File: config.mk
export PLATFORM = sky130hd
export DESIGN_NAME = mul_sequencer
export DESIGN_NICKNAME = d
export VERILOG_FILES = /design/src/rtl/mul_sequencer.sv
export SDC_FILE = /design/constraint.sdc
export NUM_CORES = 1
export LEC_CHECK = 0
export BUFFER_PORTS_ARGS = -buffer_cell sky130_fd_sc_hd__buf_4
export CORE_MARGIN = 4
export CORE_UTILIZATION = 40
export DETAILED_ROUTE_END_ITERATION = 8
export PLACE_DENSITY = 0.69
export SLEW_MARGIN = 5
export SYNTH_ARGS = -nofsm -noshare
export SYNTH_HDL_FRONTEND = slang
export SYNTH_SLANG_ARGS = --single-unit
File: constraint.sdc
create_clock -name clk -period 4.96 [get_ports clk]
set_input_delay 0.744 -clock clk [delete_from_list [all_inputs] [get_ports clk]]
set_output_delay 0.744 -clock clk [all_outputs]
set_load 0.01 [all_outputs]
File: src/rtl/mul_sequencer.sv
// ============================================================================
// Module   : mul_sequencer
// Brief    : Valid/ready front end for the Booth radix-2 multiplier, with a
//            watchdog that aborts a multiplication that never completes.
// Revision : 1.0 - initial release
// ============================================================================
`default_nettype none

module mul_sequencer #(
    parameter int TIMEOUT = 31,
    parameter int CNT_W   = 5
) (
    input  logic        clk,
    input  logic        rst,
    input  logic        in_valid,
    output logic        in_ready,
    input  logic [7:0]  in_a,
    input  logic [7:0]  in_b,
    output logic        mul_start,
    output logic [7:0]  mul_multiplier,
    output logic [7:0]  mul_multiplicand,
    input  logic [15:0] mul_product,
    input  logic        mul_done,
    output logic        out_valid,
    input  logic        out_ready,
    output logic [15:0] out_product,
    output logic        out_err,
    output logic        busy
);

    typedef enum logic [1:0] {
        S_IDLE   = 2'd0,
        S_START  = 2'd1,
        S_WAIT   = 2'd2,
        S_RESULT = 2'd3
    } state_t;

    localparam logic [CNT_W-1:0] c_WDOG_LAST = CNT_W'(TIMEOUT - 1);

    state_t            r_state;
    state_t            w_next;
    logic [7:0]        r_a;
    logic [7:0]        r_b;
    logic [15:0]       r_prod;
    logic              r_err;
    logic [CNT_W-1:0]  r_wdog;
    logic              w_done_ok;
    logic              w_timeout;

    // Watchdog is still zero in the first WAIT cycle, which masks a stale done.
    assign w_done_ok = mul_done && (r_wdog != '0);
    assign w_timeout = (r_wdog == c_WDOG_LAST);

    always_ff @(posedge clk or negedge rst) begin
        if (!rst) begin
            r_state <= S_IDLE;
        end else begin
            r_state <= w_next;
        end
    end

    always_comb begin
        w_next    = r_state;
        in_ready  = 1'b0;
        mul_start = 1'b0;
        out_valid = 1'b0;
        busy      = 1'b1;
        case (r_state)
            S_IDLE: begin
                in_ready = 1'b1;
                busy     = 1'b0;
                if (in_valid) begin
                    w_next = S_START;
                end
            end
            S_START: begin
                mul_start = 1'b1;
                w_next    = S_WAIT;
            end
            S_WAIT: begin
                if (w_done_ok || w_timeout) begin
                    w_next = S_RESULT;
                end
            end
            S_RESULT: begin
                out_valid = 1'b1;
                if (out_ready) begin
                    w_next = S_IDLE;
                end
            end
            default: w_next = S_IDLE;
        endcase
    end

    always_ff @(posedge clk or negedge rst) begin
        if (!rst) begin
            r_a    <= '0;
            r_b    <= '0;
            r_prod <= '0;
            r_err  <= 1'b0;
            r_wdog <= '0;
        end else begin
            case (r_state)
                S_IDLE: begin
                    if (in_valid) begin
                        r_a <= in_a;
                        r_b <= in_b;
                    end
                end
                S_START: begin
                    r_wdog <= '0;
                end
                S_WAIT: begin
                    r_wdog <= r_wdog + 1'b1;
                    // Done takes priority over a coincident timeout.
                    if (w_done_ok) begin
                        r_prod <= mul_product;
                        r_err  <= 1'b0;
                    end else if (w_timeout) begin
                        r_prod <= '0;
                        r_err  <= 1'b1;
                    end
                end
                default: begin
                end
            endcase
        end
    end

    assign mul_multiplier   = r_a;
    assign mul_multiplicand = r_b;
    assign out_product      = r_prod;
    assign out_err          = r_err;

endmodule

`default_nettype wire

==> results of run 1 <==
==> sequential cells by signal, summed over array words and instances (netlist names) <==
name,cells
r_state,2
out_err,1
mul_multiplier,8
r_wdog,5
out_product,16
mul_multiplicand,8
==> per-stage QoR <==
step                instance area, um^2  power [mW]
CTS                                2380        1.45
floorplan                          1720       0.910
global placement                   2290        1.21
finish                             2380        1.43
global route                       2380        1.54
detailed placement                 2290        1.23
==> layer usage <==
layer  vias to the layer above  global-route usage  share of wire
li1                        605                   -              -
met1                       617               0.170           0.38
met2                        43               0.247           0.52
met3                         5              0.0520          0.084
met4                         0              0.0483         0.0093
met5                         -                   0              0
==> worst max-delay path by stage <==
stage          slack (ns)  cells past startpoint                         endpoint
2_1_floorplan        3.13                      7       out_product[0]$_DFFE_PN0P_
5_1_grt              2.82                      4                             busy
3_3_place_gp         3.14                      3  mul_multiplicand[3]$_DFFE_PN0P_
3_5_place_dp         3.07                      3  mul_multiplicand[4]$_DFFE_PN0P_
6_report             2.94                      4                             busy
4_1_cts              2.92                      4                             busy
==> synth_stat cells, drive strengths merged <==
master   number
clkbuf        1
o21ai         3
a22o         16
nand2         2
and2          2
a2111oi       1
o2bb2ai       2
and4          1
a21o          1
dfrtp        40
ha            7
a211oi        1
inv           8
o211ai        1
nor2          1
a22oi         1
nand3         4
nand2b        3
a21oi         3
a2111o        1
buf           3
or4b          1
and3          1
mux2         16
or3           1
mux2i         2
nor3          1
nor2b         1
==> layout by cell type, fill, tap and decap left out <==
master	count
ha_1	7
nor3_1	1
o211ai_1	1
and2_1	1
mux2_2	16
buf_4	73
a22oi_4	1
or3_1	1
o2bb2ai_1	2
a2111oi_0	1
a21o_1	1
or4b_4	1
mux2i_1	2
nor2b_1	1
a211oi_1	1
nand2_1	2
a22o_1	16
and2_4	1
nor2_1	1
o21ai_0	3
a21oi_1	3
and3_1	1
and4_1	1
inv_1	8
clkbuf_8	6
nand3_1	4
clkbuf_1	2
a2111o_1	1
dfrtp_1	40
nand2b_1	3
==> critical path: stages, from the launching register on <==
cell and delay [ns]:
dfrtp_1 0.40, inv_1 0.14, ha_1 0.24, inv_1 0.07, buf_4 0.14
==> cells by family after synthesis <==
group | count (synthesis) | synth area share
compound gates | 30 | 0.146
flops | 40 | 0.582
mux | 18 | 0.116
simple gates | 18 | 0.0648
fa+ha+maj | 7 | 0.0509
buf+inv | 12 | 0.0393
==> area by class of cell <==
cell class	count	area, um^2	area share
Clock buffer	8	90.1	0.0378
Tap cell	50	62.6	0.0263
Sequential cell	40	1000	0.420
Inverter	8	30.0	0.0126
Multi-Input combinational cell	73	651	0.273
Timing Repair Buffer	73	548	0.230
==> power breakdown <==
part / switching (mW) / internal, mW
Combinational: 0.299 / 0.366
Clock: 0.101 / 0.113
Sequential: 0.0817 / 0.470
==> metrics, run 1 <==
Setup Skew ~0.0055 ns; Crit Path Class flop to output port; antenna viol nets, final 0; Synth Instances between 100 and 150; Area Growth Syn to Fin 38.6%; Die W 73.6 um; 1st-iter DRT viols 49; CTS resizes 0; Reg2Reg Depth 5; top cell type's share of synthesized area 0.582; Fmax achieved approximately 500 MHz; number of global-route vias before repair 1346; Tcrit/Tclk final 0.407; Worst Hold Class input pin to async pin; Slew Viols, Final 0; total gr overflow 0; pwr dens 601 mW/mm^2; ant diodes 0; GP Congestion 0.801; I/O pin count 74; RR Endpoint out_product[7]$_DFFE_PN0P_; Slew headroom 0.576; Synth area leaders dfrtp_1 58%, mux2_2 10%, a22o_1 8.2%; Core Util, Final 0.583; first-pass GRT wire length 6070 um; RSZ-0062 raised after global routing no; # setup viols final 0; gr usage total 0.145; status finished, final reports clean; total negative slack 0 ns; CTS tree yes; Hold Vio Cnt, Final 0; Crit path arrival time 1.28 ns; antenna violations before repair 0; final wirelength 3760 um; # rows 23; Clock Latency Late Sink 0.28 ns; vias after detailed routing 1270; clock root buffer master clkbuf_8; Nets 245; cell accounting for the most synthesized area dfrtp_1; Post-Syn Nets between 150 and 200; DPL Wire Length between 2000 and 3000 um; Post-CTS Setup Repair Bufs 0; Peak VDD IR 0.307 mV; Initial Util 0.421; Critical Path RT 4.22 ns; Placed Cells incl. Taps between 200 and 250; yosys synthesis warning count 0; filler cell count 341; Die H 73.6 um; Max clock buf depth 2; CTS Hold Buffers Added 0; Synth Cell Area 0.00172 mm^2; CP Max Fanout 4; largest net degree at the start of global routing 41; Final min period 2.02 ns; share of layout cells above drive strength 1 0.485; FF+latch count, synth 40; FF-to-FF Start r_wdog[0]$_DFFE_PN0P_; Placement Setup Slack 3.07 ns; Leak 1.23 nW; DR DRC count 0; Post-Syn Area per Cell between 10 and 15 um^2; Max Cap Viol 0; htree depth 2; hold_ws 0.422 ns; CP startpoint kind flop; TritonCTS Sinks 40; via/cell ratio 5.04; PortBufs 73; clk slew on worst S/H paths 0.07 ns; area of the core 0.00409 mm^2; CP Capture Type output port; Synth cell types 31; per-cell routed wire length 14.9 um; TritonCTS buffer count 5; CP startpoint r_state[1]$_DFFE_PN0P_; 1st-pass router iterations 4; setup ws final 2.94 ns; Reg2Reg Setup Slack 3.08 ns; Die Footprint roughly 0.0054 mm^2; Seq/Total Area, Yosys 0.582; Non-Filler Instances 252; Tightest Pin Transition 0.634 ns
(Power assumes the default switching activity.)
==> inputs of run 2 (changes only) <==
--- a/config.mk
+++ b/config.mk
@@ -9,7 +9,7 @@
 export CORE_MARGIN = 4
 export CORE_UTILIZATION = 40
 export DETAILED_ROUTE_END_ITERATION = 8
-export PLACE_DENSITY = 0.69
+export PLACE_DENSITY = 0.72
 export SLEW_MARGIN = 5
 export SYNTH_ARGS = -nofsm -noshare
 export SYNTH_HDL_FRONTEND = slang
==> constraint.sdc (replaced) <==
create_clock -name clk -period 1.85 [get_ports clk]
set_input_delay 0.2775 -clock clk [delete_from_list [all_inputs] [get_ports clk]]
set_output_delay 0.2775 -clock clk [all_outputs]
set_load 0.01 [all_outputs]
==> run 2 against run 1 <==
Effect of this change:
- flip-flop and latch count did not move
- clock skew increased by 0.0017 ns
- global-route usage up 0.64 points
- setup slack worse by 2.8 ns
- clock-buffer cell count decreased by 3
- sequential share of layout area decreased by 1.4 points
- final area grew 3.5%
- sequential power grew to 2.7 times the previous value
- critical endpoint is now r_state[1]$_DFFE_PN0P_
==> metrics, run 2 (synthesis results as in run 1) <==
status finished, final reports clean; CP cell instances inv_2 > ha_1 > or4b_4 > a2111o_1 > o211ai_1; Setup Skew 0.00720 ns (+0.00171 ns); 1st-pass router iterations 4 (unchanged); total negative slack 0 ns (unchanged); RR Endpoint r_state[1]$_DFFE_PN0P_; # rows 23 (unchanged); Max Cap Viol 0 (unchanged); max reg flops 16 (unchanged); via/cell ratio 5.01 (-0.63%); DR DRC count 0 (unchanged); filler cell count 328 (-3.8%); Die Footprint 0.00541 mm^2 (unchanged); overall power 4.12 mW (+190%); Tcrit/Tclk final 0.945; CP top delay family compound AO/OA/AOI/OAI gates; clock root buffer master clkbuf_8; share of layout cells above drive strength 1 0.505 (+0.0198); post-route cell area 0.00246 mm^2 (+3.5%); Die W 73.6 um (unchanged); CP startpoint kind flop; Fmax achieved 572 MHz; Initial Util 0.421 (unchanged); htree depth 2 (unchanged); Worst Hold End out_product[11]$_DFFE_PN0P_; CP max stage cell or4b_4; CP peak stage delay 0.50 ns (+0.10 ns); DP Area 0.00230 mm^2 (+0.33%); Reg2Reg Depth 5 (unchanged); clk slew on worst S/H paths 0.07 ns (about the same); TritonCTS buffer count 5 (unchanged); Leak 1.27 nW (+3.0%); Nets 248 (+1.2%); Reg area 0.00100 mm^2 (unchanged); FF-to-FF Start r_wdog[0]$_DFFE_PN0P_; Placement Setup Slack -0.0396 ns (-3.11 ns); TritonCTS Sinks 40 (unchanged); Multi-input gate area 657 um^2 (+0.96%); Max clock buf depth 2 (unchanged); Reg2Reg Setup Slack 0.10 ns (-2.98 ns); DPL Wire Length 3130 um (+7.7%); Clock Latency Late Sink 0.28 ns (about the same); antenna violations before repair 0 (unchanged); Buf/Inv on CP 1 (-2); largest net degree at the start of global routing 41 (unchanged); vias after detailed routing 1272 (+0.16%); I/O pin count 74 (unchanged); first-pass GRT wire length 6420 um (+5.7%); Slew headroom 0.680 (+0.104); final wirelength 3970 um (+5.5%); Final min period 1.75 ns; Worst Hold Class input pin to flop; Slew Viols, Final 0 (unchanged); Critical Path RT 2.04 ns (-2.18 ns); antenna viol nets, final 0 (unchanged); Area Growth Syn to Fin 43.4%; CTS tree yes; Crit path depth 5 (+1); hold wc startpoint mul_product[11]; total gr overflow 0 (unchanged); most frequent cells in the layout 74 x buf_4, 40 x dfrtp_1, 16 x a22o_1, 16 x mux2_2; Peak VDD IR 0.994 mV (+220%); # setup viols final 0 (unchanged); RSZ-0062 raised after global routing no; 1st-iter DRT viols 62 (+27%); number of global-route vias before repair 1446 (+7.4%); Hold Vio Cnt, Final 0 (unchanged); commonest non-fill, non-tap cell in the layout buf_4; CP Capture Type flop; ant diodes 0 (unchanged); GP Congestion 0.756 (-5.6%); Tightest Pin Transition 0.480 ns (-0.154 ns); Die H 73.6 um (unchanged); worst hold stages 2; CP Max Fanout 5 (+1); area of the core 0.00409 mm^2 (unchanged); gr usage total 0.152 (+0.00639); PortBufs 73 (unchanged); pwr dens 1670 mW/mm^2 (+180%); per-cell routed wire length 15.6 um (+4.7%); Crit Path Class flop to flop; Crit path arrival time 1.94 ns (+0.66 ns); setup ws final 0.102 ns (-2.84 ns)
## run 2: metal layers
metal,vias up,wire [um],track usage
met5,-,0,0
met4,0,34,0.0543
met3,4,309,0.0520
met2,45,2050,0.252
met1,613,1580,0.182
li1,610,-,-
## run 2: stage by stage
stage,cells,hold slack [ns],utilization
2_1_floorplan,125,-0.0181,-
3_3_place_gp,245,0.267,0.563
3_5_place_dp,245,0.280,0.563
4_1_cts,254,0.213,0.603
5_1_grt,254,0.212,0.603
6_report,254,0.221,0.603
## run 2: report_power, final
group	internal, mW	switching (mW)	total, mW
Clock	0.531	0.273	0.804
Sequential	1.26	0.240	1.50
Combinational	1.01	0.810	1.82
## run 2: what timing repair did
action | 4_1_cts | 5_1_grt
endpoints found under the setup margin | 17 | 5
pin swaps | 1 | 0
setup buffers | 1 | 0
gates resized for setup | 2 | 1
endpoints found under the hold margin | 40 | 0
hold buffers | 1 | 0
## run 2: layout make-up
type,count,share of cell area
multi-input combinational,73,0.266
tap,50,0.0254
clock buffer,5,0.0279
timing repair buffer,76,0.238
sequential,40,0.406
clock inverter,2,0.0244
inverter,8,0.0122
## run 2: worst max path at each step
stage                     slack [ns]                     endpoint                   from
after floorplan                 0.02   out_product[0]$_DFFE_PN0P_  r_wdog[0]$_DFFE_PN0P_
after global placement          0.05       r_state[0]$_DFFE_PN0P_  r_wdog[0]$_DFFE_PN0P_
after detailed placement       -0.04  out_product[12]$_DFFE_PN0P_  r_wdog[0]$_DFFE_PN0P_
after CTS                       0.04       r_state[1]$_DFFE_PN0P_  r_wdog[0]$_DFFE_PN0P_
after global routing           0.006       r_state[1]$_DFFE_PN0P_  r_wdog[0]$_DFFE_PN0P_
final                           0.10       r_state[1]$_DFFE_PN0P_  r_wdog[0]$_DFFE_PN0P_
==> inputs of run 3 (changes only) <==
==> constraint.sdc (replaced) <==
create_clock -name clk -period 1.85 [get_ports clk]
set_input_delay 0.2775 -clock clk [delete_from_list [all_inputs] [get_ports clk]]
set_output_delay 0.2775 -clock clk [all_outputs]
set_load 0.1 [all_outputs]
==> run 3 against run 2 <==
Effect of this change:
- global-route usage increased by 0.38 points
- die area did not move
- sequential share of layout area fell by 0.18 points
- non-clock buffer count stayed put
- worst hold slack got worse by 0.012 ns
- flip-flop and latch count unchanged
- final cell count stayed put
- clock-buffer cell count stayed put
- setup slack worse by 0.039 ns
- first-iteration DRC count increased by 8.1%
- routed wire length fell by 1.3%
- largest cell class unchanged
==> metrics, run 3 (synthesis results as in run 1) <==
clk slew on worst S/H paths 0.08 ns (about the same); Final min period 1.79 ns (+0.0389 ns); per-cell routed wire length 15.4 um (-1.3%); htree depth 2 (unchanged); TritonCTS buffer count 5 (unchanged); Tightest Pin Transition 0.495 ns (+0.0151 ns); hold_ws 0.209 ns (-0.0123 ns); Max clock buf depth 2 (unchanged); Hold Vio Cnt, Final 0 (unchanged); Fmax achieved 560 MHz (-2.2%); commonest non-fill, non-tap cell in the layout buf_4; Worst Hold Class input pin to flop; 1st-pass router iterations 4 (unchanged); CP startpoint r_wdog[1]$_DFFE_PN0P_; I/O pin count 74 (unchanged); Nets 248 (unchanged); Reg2Reg Depth 5 (unchanged); 1st-iter DRT viols 67 (+8.1%); # rows 23 (unchanged); Initial Util 0.421 (unchanged); CP Capture Type flop; Area Growth Syn to Fin 44.0%; share of layout cells above drive strength 1 0.520 (+0.0147); status finished, final reports clean; Crit Path Class flop to flop; DPL Wire Length 3000 um (-4.2%); number of global-route vias before repair 1371 (-5.2%); Setup Skew 0.00900 ns (+0.00181 ns); RSZ-0062 raised after global routing no; CP peak stage delay 0.50 ns (about the same); Die W 73.6 um (unchanged); Placement Setup Slack 0.00527 ns (+0.0448 ns); Critical Path RT 2.01 ns (-0.03 ns); Worst Setup EP r_state[0]$_DFFE_PN0P_; Max Cap Viol 0 (unchanged); Die Footprint 0.00541 mm^2 (unchanged); max reg flops 16 (unchanged); CP startpoint kind flop; Slew headroom 0.670 (-0.0100); CP cell instances inv_1 > ha_1 > or4b_4 > a2111oi_1 > nor3_1; first-pass GRT wire length 6440 um (+0.31%); final wirelength 3920 um (-1.3%); PortBufs 73 (unchanged); total negative slack 0 ns (unchanged); CP max stage cell or4b_4; via/cell ratio 5.13 (+2.4%); filler cell count 344 (+4.9%); area of the core 0.00409 mm^2 (unchanged); Tcrit/Tclk final 0.966 (+0.0211); TritonCTS Sinks 40 (unchanged); Reg2Reg Setup Slack 0.06 ns (-0.04 ns); ant diodes 0 (unchanged); most frequent cells in the layout 74 x buf_4, 40 x dfrtp_1, 16 x a22o_1, 16 x mux2_2, 6 x ha_1; CTS tree yes; Slew Viols, Final 0 (unchanged); CP Max Fanout 5 (unchanged); total gr overflow 0 (unchanged); # setup viols final 0 (unchanged); Clock Latency Late Sink 0.29 ns (about the same); DR DRC count 0 (unchanged); FF-to-FF Start r_wdog[1]$_DFFE_PN0P_; Post-CTS Setup Repair Bufs 0 (-1); gr usage total 0.156 (+0.00377); Crit path arrival time 1.94 ns (about the same); clock root buffer master clkbuf_8; GP Congestion 0.733 (-3.0%); setup ws final 0.0630 ns (-0.0389 ns); antenna violations before repair 0 (unchanged); vias after detailed routing 1302 (+2.4%); largest net degree at the start of global routing 41 (unchanged); RR Endpoint r_state[0]$_DFFE_PN0P_; Die H 73.6 um (unchanged); antenna viol nets, final 0 (unchanged)
==> run 3: routing by layer <==
| metal | wire [um] | global-route usage |
|---|---|---|
| met4 | 70 | 0.0664 |
| met3 | 329 | 0.0616 |
| met1 | 1440 | 0.179 |
| met2 | 2080 | 0.256 |
| met5 | 0 | 0 |
==> run 3: critical path: cells and delay by family, from the launching register on <==
kind            cells  cell delay [ns]
compound gates      1             0.42
fa+ha+maj           1             0.15
buf+inv             1             0.09
flops               1             0.41
simple gates        2             0.59
==> run 3: through the flow <==
stage,util,instances,instance area [um^2]
final,0.606,254,2480
after global routing,0.606,254,2480
after CTS,0.606,254,2470
after detailed placement,0.572,246,2340
after global placement,0.572,246,2340
after floorplan,-,125,1740
==> run 3: area by class of cell <==
type,instances,area (um^2),area share
sequential,40,1000,0.404
tap,50,62.6,0.0253
clock buffer,5,68.8,0.0278
multi-input combinational,73,664,0.268
inverter,8,33.8,0.0136
timing repair buffer,76,586,0.236
clock inverter,2,60.1,0.0243
==> run 3: worst min path at each step <==
stage               startpoint                              end  depth (start not counted)
2_1_floorplan              rst  mul_multiplicand[0]$_DFFE_PN0P_                          0
3_3_place_gp               rst      out_product[13]$_DFFE_PN0P_                          1
3_5_place_dp               rst      out_product[11]$_DFFE_PN0P_                          1
4_1_cts        mul_product[15]      out_product[15]$_DFFE_PN0P_                          2
5_1_grt        mul_product[15]      out_product[15]$_DFFE_PN0P_                          2
6_report        mul_product[9]       out_product[9]$_DFFE_PN0P_                          2
==> run 3: timing repair <==
item / CTS / global route
hold endpoints to repair: 40 / 0
gates resized for setup: 0 / 2
endpoints found under the setup margin: 0 / 3
hold buffers: 1 / 0
Power of run 3 is left out: the tool's default activity adds up to more than one toggle a clock period on the data nets, which glitch-free logic cannot reach.
